[src/rtl/uart_tx_fsm.sv]
`default_nettype none
// +--------------------------------------------------------------------------+
// | Module      : uart_tx_fsm                                                |
// | Description : UART transmitter. Sends 1 start bit, DATA_WIDTH data bits  |
// |               LSB first, an optional parity bit and 1 stop bit on TX_OUT.|
// |               Frame settings are captured when DATA_VALID is accepted.   |
// | Options     : `define UART_TX_BACK2BACK_EN drops BUSY during the final   |
// |               stop-bit cycle and accepts the next frame in that cycle,   |
// |               so consecutive frames need no idle cycle between them.     |
// | Revision    : 1.0 - initial release                                      |
// +--------------------------------------------------------------------------+
module uart_tx_fsm #(
  parameter int DATA_WIDTH = 8,
  parameter int PRESCALE_W = 6
) (
  input  logic                  CLK,
  input  logic                  RST,
  input  logic [DATA_WIDTH-1:0] P_DATA,
  input  logic                  DATA_VALID,
  input  logic                  PAR_EN,
  input  logic                  PAR_TYP,
  input  logic [PRESCALE_W-1:0] PRESCALE,
  output logic                  TX_OUT,
  output logic                  BUSY
);

  // Bit counter only has to reach DATA_WIDTH-1.
  localparam int c_bcnt_w = (DATA_WIDTH > 1) ? $clog2(DATA_WIDTH) : 1;
  localparam logic [c_bcnt_w-1:0] c_bit_last = c_bcnt_w'(DATA_WIDTH - 1);

  typedef enum logic [2:0] {
    IDLE   = 3'd0,
    START  = 3'd1,
    DATA   = 3'd2,
    PARITY = 3'd3,
    STOP   = 3'd4
  } state_t;

  state_t                r_state;
  state_t                w_state_nxt;

  // Prescale counter and the latched last count (P-1, with P=0 handled as 1).
  logic [PRESCALE_W-1:0] r_pre_cnt;
  logic [PRESCALE_W-1:0] w_pre_cnt_nxt;
  logic [PRESCALE_W-1:0] r_pre_last;
  logic [PRESCALE_W-1:0] w_pre_last_nxt;

  logic [c_bcnt_w-1:0]   r_bit_cnt;
  logic [c_bcnt_w-1:0]   w_bit_cnt_nxt;

  logic [DATA_WIDTH-1:0] r_shreg;
  logic [DATA_WIDTH-1:0] w_shreg_nxt;

  logic                  r_par_en;
  logic                  w_par_en_nxt;
  logic                  r_par_bit;
  logic                  w_par_bit_nxt;

  logic                  r_tx;
  logic                  w_tx_nxt;
  logic                  r_busy;
  logic                  w_busy_nxt;

  logic                  w_bit_done;
  logic                  w_accept;

  // The current bit period ends on the cycle the counter sits at P-1.
  assign w_bit_done = (r_pre_cnt == r_pre_last);

  // Next-state, datapath and registered-output decode.
  always_comb begin
    w_state_nxt    = r_state;
    w_pre_cnt_nxt  = '0;
    w_pre_last_nxt = r_pre_last;
    w_bit_cnt_nxt  = r_bit_cnt;
    w_shreg_nxt    = r_shreg;
    w_par_en_nxt   = r_par_en;
    w_par_bit_nxt  = r_par_bit;
    w_accept       = 1'b0;
    w_tx_nxt       = 1'b1;
    w_busy_nxt     = 1'b0;

    case (r_state)
      IDLE: begin
        w_bit_cnt_nxt = '0;
        if (DATA_VALID) begin
          w_accept = 1'b1;
        end
      end

      START: begin
        w_pre_cnt_nxt = w_bit_done ? '0 : r_pre_cnt + 1'b1;
        if (w_bit_done) begin
          w_state_nxt = DATA;
        end
      end

      DATA: begin
        w_pre_cnt_nxt = w_bit_done ? '0 : r_pre_cnt + 1'b1;
        if (w_bit_done) begin
          w_shreg_nxt = r_shreg >> 1;
          if (r_bit_cnt == c_bit_last) begin
            w_bit_cnt_nxt = '0;
            w_state_nxt   = r_par_en ? PARITY : STOP;
          end else begin
            w_bit_cnt_nxt = r_bit_cnt + 1'b1;
          end
        end
      end

      PARITY: begin
        w_pre_cnt_nxt = w_bit_done ? '0 : r_pre_cnt + 1'b1;
        if (w_bit_done) begin
          w_state_nxt = STOP;
        end
      end

      STOP: begin
        w_pre_cnt_nxt = w_bit_done ? '0 : r_pre_cnt + 1'b1;
        if (w_bit_done) begin
`ifdef UART_TX_BACK2BACK_EN
          // Final stop cycle: a waiting request chains straight into START.
          if (DATA_VALID) begin
            w_accept = 1'b1;
          end else begin
            w_state_nxt = IDLE;
          end
`else
          w_state_nxt = IDLE;
`endif
        end
      end

      default: begin
        // Unreachable encodings fall back to a clean idle line.
        w_state_nxt   = IDLE;
        w_bit_cnt_nxt = '0;
      end
    endcase

    // Capture the whole frame configuration so later input changes are inert.
    if (w_accept) begin
      w_state_nxt    = START;
      w_pre_cnt_nxt  = '0;
      w_bit_cnt_nxt  = '0;
      w_shreg_nxt    = P_DATA;
      w_pre_last_nxt = (PRESCALE == '0) ? '0 : PRESCALE - 1'b1;
      w_par_en_nxt   = PAR_EN;
      w_par_bit_nxt  = (^P_DATA) ^ PAR_TYP;
    end

    // Line level and BUSY follow the state being entered, giving
    // registered outputs that line up with the state register.
    case (w_state_nxt)
      IDLE: begin
        w_tx_nxt   = 1'b1;
        w_busy_nxt = 1'b0;
      end
      START: begin
        w_tx_nxt   = 1'b0;
        w_busy_nxt = 1'b1;
      end
      DATA: begin
        w_tx_nxt   = w_shreg_nxt[0];
        w_busy_nxt = 1'b1;
      end
      PARITY: begin
        w_tx_nxt   = w_par_bit_nxt;
        w_busy_nxt = 1'b1;
      end
      STOP: begin
        w_tx_nxt   = 1'b1;
        w_busy_nxt = 1'b1;
      end
      default: begin
        w_tx_nxt   = 1'b1;
        w_busy_nxt = 1'b0;
      end
    endcase

`ifdef UART_TX_BACK2BACK_EN
    // Advertise readiness during the last stop-bit cycle.
    if ((w_state_nxt == STOP) && (w_pre_cnt_nxt == w_pre_last_nxt)) begin
      w_busy_nxt = 1'b0;
    end
`endif
  end

  // State, counters, datapath and output registers with synchronous reset.
  always_ff @(posedge CLK) begin
    if (!RST) begin
      r_state    <= IDLE;
      r_pre_cnt  <= '0;
      r_pre_last <= '0;
      r_bit_cnt  <= '0;
      r_shreg    <= '0;
      r_par_en   <= 1'b0;
      r_par_bit  <= 1'b0;
      r_tx       <= 1'b1;
      r_busy     <= 1'b0;
    end else begin
      r_state    <= w_state_nxt;
      r_pre_cnt  <= w_pre_cnt_nxt;
      r_pre_last <= w_pre_last_nxt;
      r_bit_cnt  <= w_bit_cnt_nxt;
      r_shreg    <= w_shreg_nxt;
      r_par_en   <= w_par_en_nxt;
      r_par_bit  <= w_par_bit_nxt;
      r_tx       <= w_tx_nxt;
      r_busy     <= w_busy_nxt;
    end
  end

  assign TX_OUT = r_tx;
  assign BUSY   = r_busy;

endmodule
`default_nettype wire

[config.mk]
export PLATFORM = sky130hd
export DESIGN_NAME = uart_tx_fsm
export DESIGN_NICKNAME = d
export VERILOG_FILES = /design/src/rtl/uart_tx_fsm.sv
export SDC_FILE = /design/constraint.sdc
export NUM_CORES = 1
export LEC_CHECK = 0
export CORE_AREA = 2 2 73 47
export DETAILED_ROUTE_END_ITERATION = 6
export DIE_AREA = 0 0 75 49
export PLACE_DENSITY = 0.76
export SETUP_SLACK_MARGIN = 0.02
export SLEW_MARGIN = 0
export SYNTH_ARGS = -nofsm -noshare
export SYNTH_HDL_FRONTEND = slang
export SYNTH_SLANG_ARGS = --single-unit
[constraint.sdc]
create_clock -name CLK -period 2.4 [get_ports CLK]
set_input_delay 0.36 -clock CLK [delete_from_list [all_inputs] [get_ports CLK]]
set_output_delay 0.36 -clock CLK [all_outputs]
set_load 0.02 [all_outputs]
* Word-level counts from Yosys, hierarchy flattened *
Cells that the tools add are included.

operators by class
  add/sub/neg operators = 3
  eq/ne operators = 11
  multiplexer cells = 20
  bitwise operators = 4
  reduce and logical (&&, ||, !) cells = 12

operators by type and width
  cell                                                                    number
  3-bit two-way mux                                                       9
  8-bit two-way mux                                                       3
  3-bit case mux with 5 select lines                                      1
  3-bit by 2-bit equality test with 1-bit output (second input constant)  4
  4-bit OR reduction                                                      3
  3-bit equality test (second input constant)                             3
  8-bit parity                                                            1
  6-bit by 1-bit adder with 6-bit output (second input constant)          1
  3-bit by 1-bit equality test with 1-bit output (second input constant)  2
  6-bit equality test                                                     1
  6-bit zero test                                                         1
  6-bit two-way mux                                                       1
  3-bit case mux with 2 select lines                                      1
  6-bit by 1-bit subtractor with 6-bit output (second input constant)     1
  1-bit two-way mux                                                       4
  2-bit AND reduction                                                     2
  2-bit nonzero test                                                      2
  3-bit by 1-bit adder with 3-bit output (second input constant)          1
  3-bit zero test                                                         1
  1-bit inverter                                                          3
  1-bit case mux with 3 select lines                                      1
  3-bit OR reduction                                                      1
  2-bit inequality test (second input constant)                           1
  2-bit OR reduction                                                      1
  1-bit bitwise XOR                                                       1

word-level totals
  bits in registers = 30
  input port bits = 19
  output and inout bits = 2
  logic and storage cells = 60

* Logic depth before layout (Yosys ltp) *
Gate-level depths: netlist (run 1).

  depth in word-level cells = 8
  depth in mapped cells = 8
  mapped depth without buffers = 7

* Least setup slack after synthesis (run 1) *
OpenSTA, ideal clock, no wires.

  path kind = reg-to-reg
  start = register r_pre_cnt[0]
  end = register r_tx, in the netlist TX_OUT
  library setup time = 131 ps
  data arrival time = 1659 ps
  required time = 2269 ps
  path slack = 609 ps
  stages on the path, launching flop included = 7
  buffers on the path = 0
  clock period less this slack = 1791 ps
  path through = dfxtp_1 xor2_1 nor4_4 nand2_4 o32a_1 nor3b_1 o211ai_2

on the way
  longest elaborated chain between the ends = 6
  elaborated cells between the ends (all ways) = 14
  those cells by class = eq/ne (4); mux (10)

ends and longest elaborated chain
  item                                                                                                                     RTL line  source
  from (decl)                                                                                                              43        logic [PRESCALE_W-1:0] r_pre_cnt;
  from (signal assigned)                                                                                                   203       r_pre_cnt <= w_pre_cnt_nxt;
  6-bit equality test *                                                                                                    68        assign w_bit_done = (r_pre_cnt == r_pre_last);
  3-bit two-way mux, on equally long branches                                                                              -
  3-bit case mux with 5 select lines                                                                                       83        case (r_state)
  3-bit two-way mux                                                                                                        142       if (w_accept) begin
  3-bit by 2-bit equality test with 1-bit output / 3-bit by 1-bit equality test with 1-bit output (equally long branches)  154       case (w_state_nxt)
  1-bit case mux with 3 select lines *                                                                                     154
  to (signal assigned)                                                                                                     209       r_tx <= w_tx_nxt;
  to (decl)                                                                                                                59        logic r_tx;

Every way passes the cells marked *; elsewhere a longest branch is shown, timed or not. The select of a mux whose other input is x is not followed.
A chain may end at the register's enable or synchronous reset.

* Worst setup path after layout (run 1) *
  start = register r_state[1]
  end = register r_tx, in the netlist TX_OUT

on the way
  longest elaborated chain between the ends = 6
  elaborated cells between the ends (all ways) = 20
  those cells by class = eq/ne (7); mux (12); reduce/logical (1)

ends and longest elaborated chain
  item                                                                                                                     RTL line  source
  from (decl)                                                                                                              39        state_t r_state;
  from (signal assigned)                                                                                                   202       r_state <= w_state_nxt;
  3-bit two-way mux                                                                                                        102       if (r_bit_cnt == c_bit_last) begin
  3-bit two-way mux                                                                                                        100       if (w_bit_done) begin
  3-bit case mux with 5 select lines                                                                                       83
  3-bit two-way mux                                                                                                        142
  3-bit by 2-bit equality test with 1-bit output / 3-bit by 1-bit equality test with 1-bit output (equally long branches)  154
  1-bit case mux with 3 select lines *                                                                                     154

Marked as above.

==> impl_metrics.toml, run 1 <==
[die]
initial_core_util = 0.501
core-area_sq_um = 3060
num_rows = 16
die_area_sq_um = 3680
chipHeight_um = 49
io-pin-count = 21
die_x_um = 75

[power]
p_per_area_nw_per_um2 = 950
leakagePower_nw = 0.752
peakVddDrop_mv = 0.400
power_mw = 1.80

[clock_tree]
htree_num_levels = 2
cts_tree = "built"
hold_buffers = 0
clockRootBuffer = "clkbuf_8"
clk_latency_ns = 0.28
clk_pin_slew_ns = 0.06
postCtsResizedCells = 0
numCtsBuffers = 5
cts_sinks = 30
ctsLongestPathBuffers = 2
postCtsSetupRepairBufs = 0

[min_path]
min_path_cells = 2
hp-class = "flop to flop"
hp-start = "r_pre_last[3]"
hold_end = "r_pre_last[3]"

[yosys]
async_reset_ff_frac = 0
syn-num-nets = 199
synth_cell_types = 42
syn_area_sq_um = 1540
syn_inst = 175
ys_ff_latch = 30
ys_seq_area_frac = 0.391
synthFlopType = "dfxtp_1"
ys_warn_count = 0
synth_edf_count = 0
avgSynthCellArea_sq_um = 8.77

[timing]
finalSetupViolations = 0
period_needed_ns = 2.01
clock_skew_ns = 0.00527
grt_setup_unrepaired = "no"
worst_slew_pin_slew_ns = 0.485
relSlewSlack = 0.675
finalCritPeriodShare = 0.837
hold_viol = 0
slew_violations = 0
fmax_mhz = 498
tns_ns = 0

[layout]
fin_nets = 227
layout_common_cells = "dfxtp_1 (30), nor2_1 (28), nand2_1 (26)"
diodes = 0
stdcell_area_sq_um = 1900
fillers = 269
syn_to_final_growth_pct = 23.6
layout_commonest_cell = "dfxtp_1"
post-route-util = 0.620
layout-drive-gt1-share = 0.113

[routing]
viasPerCell = 5.17
drc = 0
wl_mm = 3.18
antenna_left = 0
vias = 1287
drtIter0Drc = 92
avgRoutedWirePerCell_um = 12.8
dr.pass1.iters = 4

[critical_path]
cp-end-kind = "flop"
regToRegSetupSlack_ns = 0.39
timing.rr.start = "r_state[1]"
r2r_cells = 6
start_kind = "flop"
crit_fanout = 8
arrival_ns = 2.16
reg2reg_to = "TX_OUT"
required_ns = 2.55
crit_type = "flop to flop"

[global_routing]
grt_max_degree = 12
grt_use_total = 0.206
antenna_found_initial = 0
grt_pass1_wl_mm = 5.62
grt-ovfl-total = 0
grt_pass1_vias = 1224

[outcome]
status = "finished, final reports clean"

[flow_run]
drv_cap = 0

[placed_design]
portBuffers = 20
gp_congestion = 0.855
detailed_place_hpwl_mm = 2.50
placed_area_sq_um = 1810
==> registers in the layout, summed over array words and instances (netlist names) <==
signal / flops
r_par_bit: 1
r_shreg: 8
r_bit_cnt: 3
r_pre_last: 6
TX_OUT: 1
BUSY: 1
r_pre_cnt: 6
r_state: 3
r_par_en: 1
==> kinds of logic after synthesis <==
family                     share of synthesized area
buffers and inverters                         0.0269
adders and majority gates                     0.0407
and+or+nand+nor                                0.257
DFF                                            0.391
xor gates and xnor gates                       0.139
muxes                                         0.0139
AOI/OAI and AO/OA                              0.131
==> metrics by stage <==
| step | instances | setup WS, ns | hold WS [ns] |
|---|---|---|---|
| after global placement | 241 | 0.278 | 0.454 |
| after global routing | 249 | 0.271 | 0.486 |
| final | 249 | 0.391 | 0.471 |
| after CTS | 249 | 0.410 | 0.473 |
| after detailed placement | 241 | 0.248 | 0.465 |
| after floorplan | 175 | 0.609 | 0.436 |
==> synth_stat cells (2+ instances only) <==
| library cell | n | area [sq um] |
|---|---|---|
| a21oi_1 | 5 | 25.0 |
| a22oi_1 | 2 | 15.0 |
| a311oi_1 | 6 | 52.6 |
| a31oi_1 | 2 | 12.5 |
| clkbuf_1 | 3 | 11.3 |
| dfxtp_1 | 30 | 601 |
| ha_1 | 5 | 62.6 |
| inv_1 | 5 | 18.8 |
| nand2_1 | 26 | 97.6 |
| nand3_1 | 6 | 30.0 |
| nor2_1 | 28 | 105 |
| nor3_1 | 3 | 15.0 |
| o21ai_1 | 7 | 35.0 |
| xnor2_1 | 10 | 87.6 |
| xor2_1 | 10 | 87.6 |
==> final cells by class <==
class                   instances  area [sq um]  area share
inverters                       5          18.8     0.00989
clock buffers                   7          86.3      0.0455
clock inverters                 1          5.00     0.00264
well taps                      45          56.3      0.0297
repair buffers                 25           238       0.125
flip-flops and latches         30           601       0.316
multi-input cells             136           893       0.471
==> worst max-delay path: stages (launching register included) <==
cell	delay (ns)
dfxtp_1	0.42
or2b_1	0.34
nor2_1	0.27
nand3_2	0.25
mux2_2	0.29
nor3b_1	0.22
o211ai_2	0.09
==> metal layers <==
layer / wire length [um] / up-vias / track usage / part of all wire
li1: - / 661 / - / -
met1: 1570 / 577 / 0.288 / 0.49
met2: 1340 / 41 / 0.282 / 0.42
met3: 204 / 8 / 0.0640 / 0.064
met4: 64 / 0 / 0.107 / 0.020
met5: 0 / - / 0 / 0
==> power breakdown <==
part / total, mW / switching (mW) / leakage (nW) / internal [mW]
combinational: 0.715 / 0.406 / 0.458 / 0.309
clock: 0.413 / 0.182 / 0.0482 / 0.231
sequential: 0.675 / 0.0764 / 0.246 / 0.599
==> worst max-delay path by stage <==
stage            startpoint             to  slack, ns  cells past startpoint
3_5_place_dp     DATA_VALID  r_pre_last[2]       0.25                      5
3_3_place_gp     DATA_VALID  r_pre_last[4]       0.28                      5
6_report         r_state[1]         TX_OUT       0.39                      6
4_1_cts          r_state[1]         TX_OUT       0.41                      6
2_1_floorplan  r_pre_cnt[0]         TX_OUT       0.61                      6
5_1_grt          r_state[1]         TX_OUT       0.27                      6
Power figures use the tool's default switching activity.
==> run 2: changes to the inputs <==
- CORE_AREA: 2 2 73 47 -> 2 2 77 49
- DIE_AREA: 0 0 75 49 -> 0 0 79 51
- PLACE_DENSITY: 0.76 -> 0.72
- clock period: 2.4 -> 1.7 ns (I/O delays scaled with it)
==> run 2 against run 1 <==
The run now ends with setup timing left. Worst setup slack lost 0.56 ns. Routed wire length grew 18%. Non-clock buffer count grew 24. Utilization grew 0.20 points. Hold slack lost 0.0079 ns. Power grew 59%. First-iteration DRC count grew 20%. Largest cell class unchanged. Highest routed layer unchanged.
==> impl_metrics.toml, run 2 (synthesis gave the netlist of run 1 again) <==
[layout]
layout_common_cells = "buf_4 (28), nor2_1 (27), dfxtp_1 (26), nand2_1 (26), clkdlybuf4s50_1 (20)"
diodes = 0
finalNonFillerCells = 273
reg_top3 = "r_shreg (8), r_pre_cnt (6), r_pre_last (6)"
layout-drive-gt1-share = 0.270
largest_register_ffs = 8
syn_to_final_growth_pct = 39.5
layout_commonest_cell = "buf_4"
largest_register = "r_shreg"
fin_nets = 251

[routing]
dr.pass1.iters = 4
drtIter0Drc = 110
viasPerCell = 5.10
drc = 0
vias = 1393
antenna_left = 0
wl_mm = 3.74
avgRoutedWirePerCell_um = 13.7

[timing]
worst_slew_pin_slew_ns = 0.395
tns_ns = -0.566
clock_skew_ns = 0.00585
fmax_mhz = 536
period_needed_ns = 1.86
hold_viol = 0
grt_setup_unrepaired = "yes"
slew_violations = 0
worst_slack_ns = -0.164
finalSetupViolations = 10
finalCritPeriodShare = 1.10
relSlewSlack = 0.736

[critical_path]
critPathSlowestCell = "or4_1"
arrival_ns = 2.07
regToRegSetupSlack_ns = -0.16
critPathMaxStageDelay_ns = 0.55
required_ns = 1.91
cp-end-kind = "flop"
crit_fanout = 2
crit_type = "flop to flop"
start_kind = "flop"
crit_chain = "xor2_2, or4_1, nor3_1, o32a_1, buf_4, nor3b_2, o211ai_2"

[global_routing]
antenna_found_initial = 0
grt_max_degree = 13
grt_use_total = 0.205
top_usage_layer = "met2"
use_met1 = 0.271
grt_pass1_vias = 1332
grt_use_met2 = 0.302
met3_usage = 0.0618
grt-ovfl-total = 0
grt_pass1_wl_mm = 6.13

[power]
power_mw = 2.86
peakVddDrop_mv = 0.723
leakagePower_nw = 0.877
p_per_area_nw_per_um2 = 1330

[clock_tree]
clockRootBuffer = "clkbuf_8"
clk_latency_ns = 0.28
cts_sinks = 30
clk_pin_slew_ns = 0.06
numCtsBuffers = 5
htree_num_levels = 2
ctsLongestPathBuffers = 2
cts_tree = "built"

[outcome]
status = "finished with violations"
violations = "setup timing"

[die]
die_x_um = 79
io-pin-count = 21
core-area_sq_um = 3450
die_area_sq_um = 4030
chipHeight_um = 51
num_rows = 17
initial_core_util = 0.446

[flow_run]
drv_cap = 0

[placed_design]
detailed_place_hpwl_mm = 2.94
gp_congestion = 0.823
portBuffers = 20
dp_cells = 266

[min_path]
hp-class = "flop to flop"
run 2: cell count changes in the layout (fill, tap and decap cells not counted), moves of 2 or more:
cell,before,now
xor2_2,1,3
dfxtp_2,0,4
xor2_1,10,8
dfxtp_1,30,26
buf_4,5,28
a311oi_2,0,5
a311oi_1,6,1
run 2: repair_timing:
item | in CTS | in global routing
setup endpoints to repair | 14 | 12
pin swaps | 4 | 1
gates resized for setup | 7 | 5
setup buffers | 1 | 0
hold buffers | 0 | 0
run 2: area by class of cell:
type                       count  area (sq um)
clock buffer                   6          82.6
fill                         285          1300
inverter                       5          18.8
multi-input combinational    136           955
sequential                    30           606
tap                           47          58.8
timing repair buffer          49           422
run 2: through the flow:
step | instance area [sq um] | hold slack [ns] | worst slack, ns | util
after global placement | 2000 | 0.460 | -0.259 | 0.580
after global routing | 2140 | 0.486 | -0.255 | 0.622
final | 2140 | 0.463 | -0.164 | 0.622
after CTS | 2110 | 0.469 | -0.151 | 0.613
after detailed placement | 2000 | 0.462 | -0.325 | 0.580
after floorplan | 1550 | 0.331 | -0.0520 | -
run 2: metal layers:
layer / share of wire / vias up
met4: 0.020 / 0
met5: 0 / -
met3: 0.067 / 10
met2: 0.45 / 43
li1: - / 702
met1: 0.46 / 638
run 2: power by group:
part | leakage (nW) | switching, mW | internal (mW)
Sequential | 0.248 | 0.0999 | 0.848
Clock | 0.0431 | 0.244 | 0.311
Combinational | 0.587 | 0.682 | 0.673
run 2: worst paths after layout:
path                 start             to  depth (start not counted)
min          r_pre_last[4]  r_pre_last[4]                          2
min reg2reg  r_pre_last[4]  r_pre_last[4]                          2
max          r_pre_last[3]         TX_OUT                          7
max reg2reg  r_pre_last[3]         TX_OUT                          7
run 2: critical path: cells and delay by family, from the launching register on:
kind	cells	cell delay, ns
and+or+nand+nor	3	0.80
xor gates and xnor gates	1	0.19
DFF	1	0.34
buffers and inverters	1	0.13
AOI/OAI and AO/OA	2	0.34
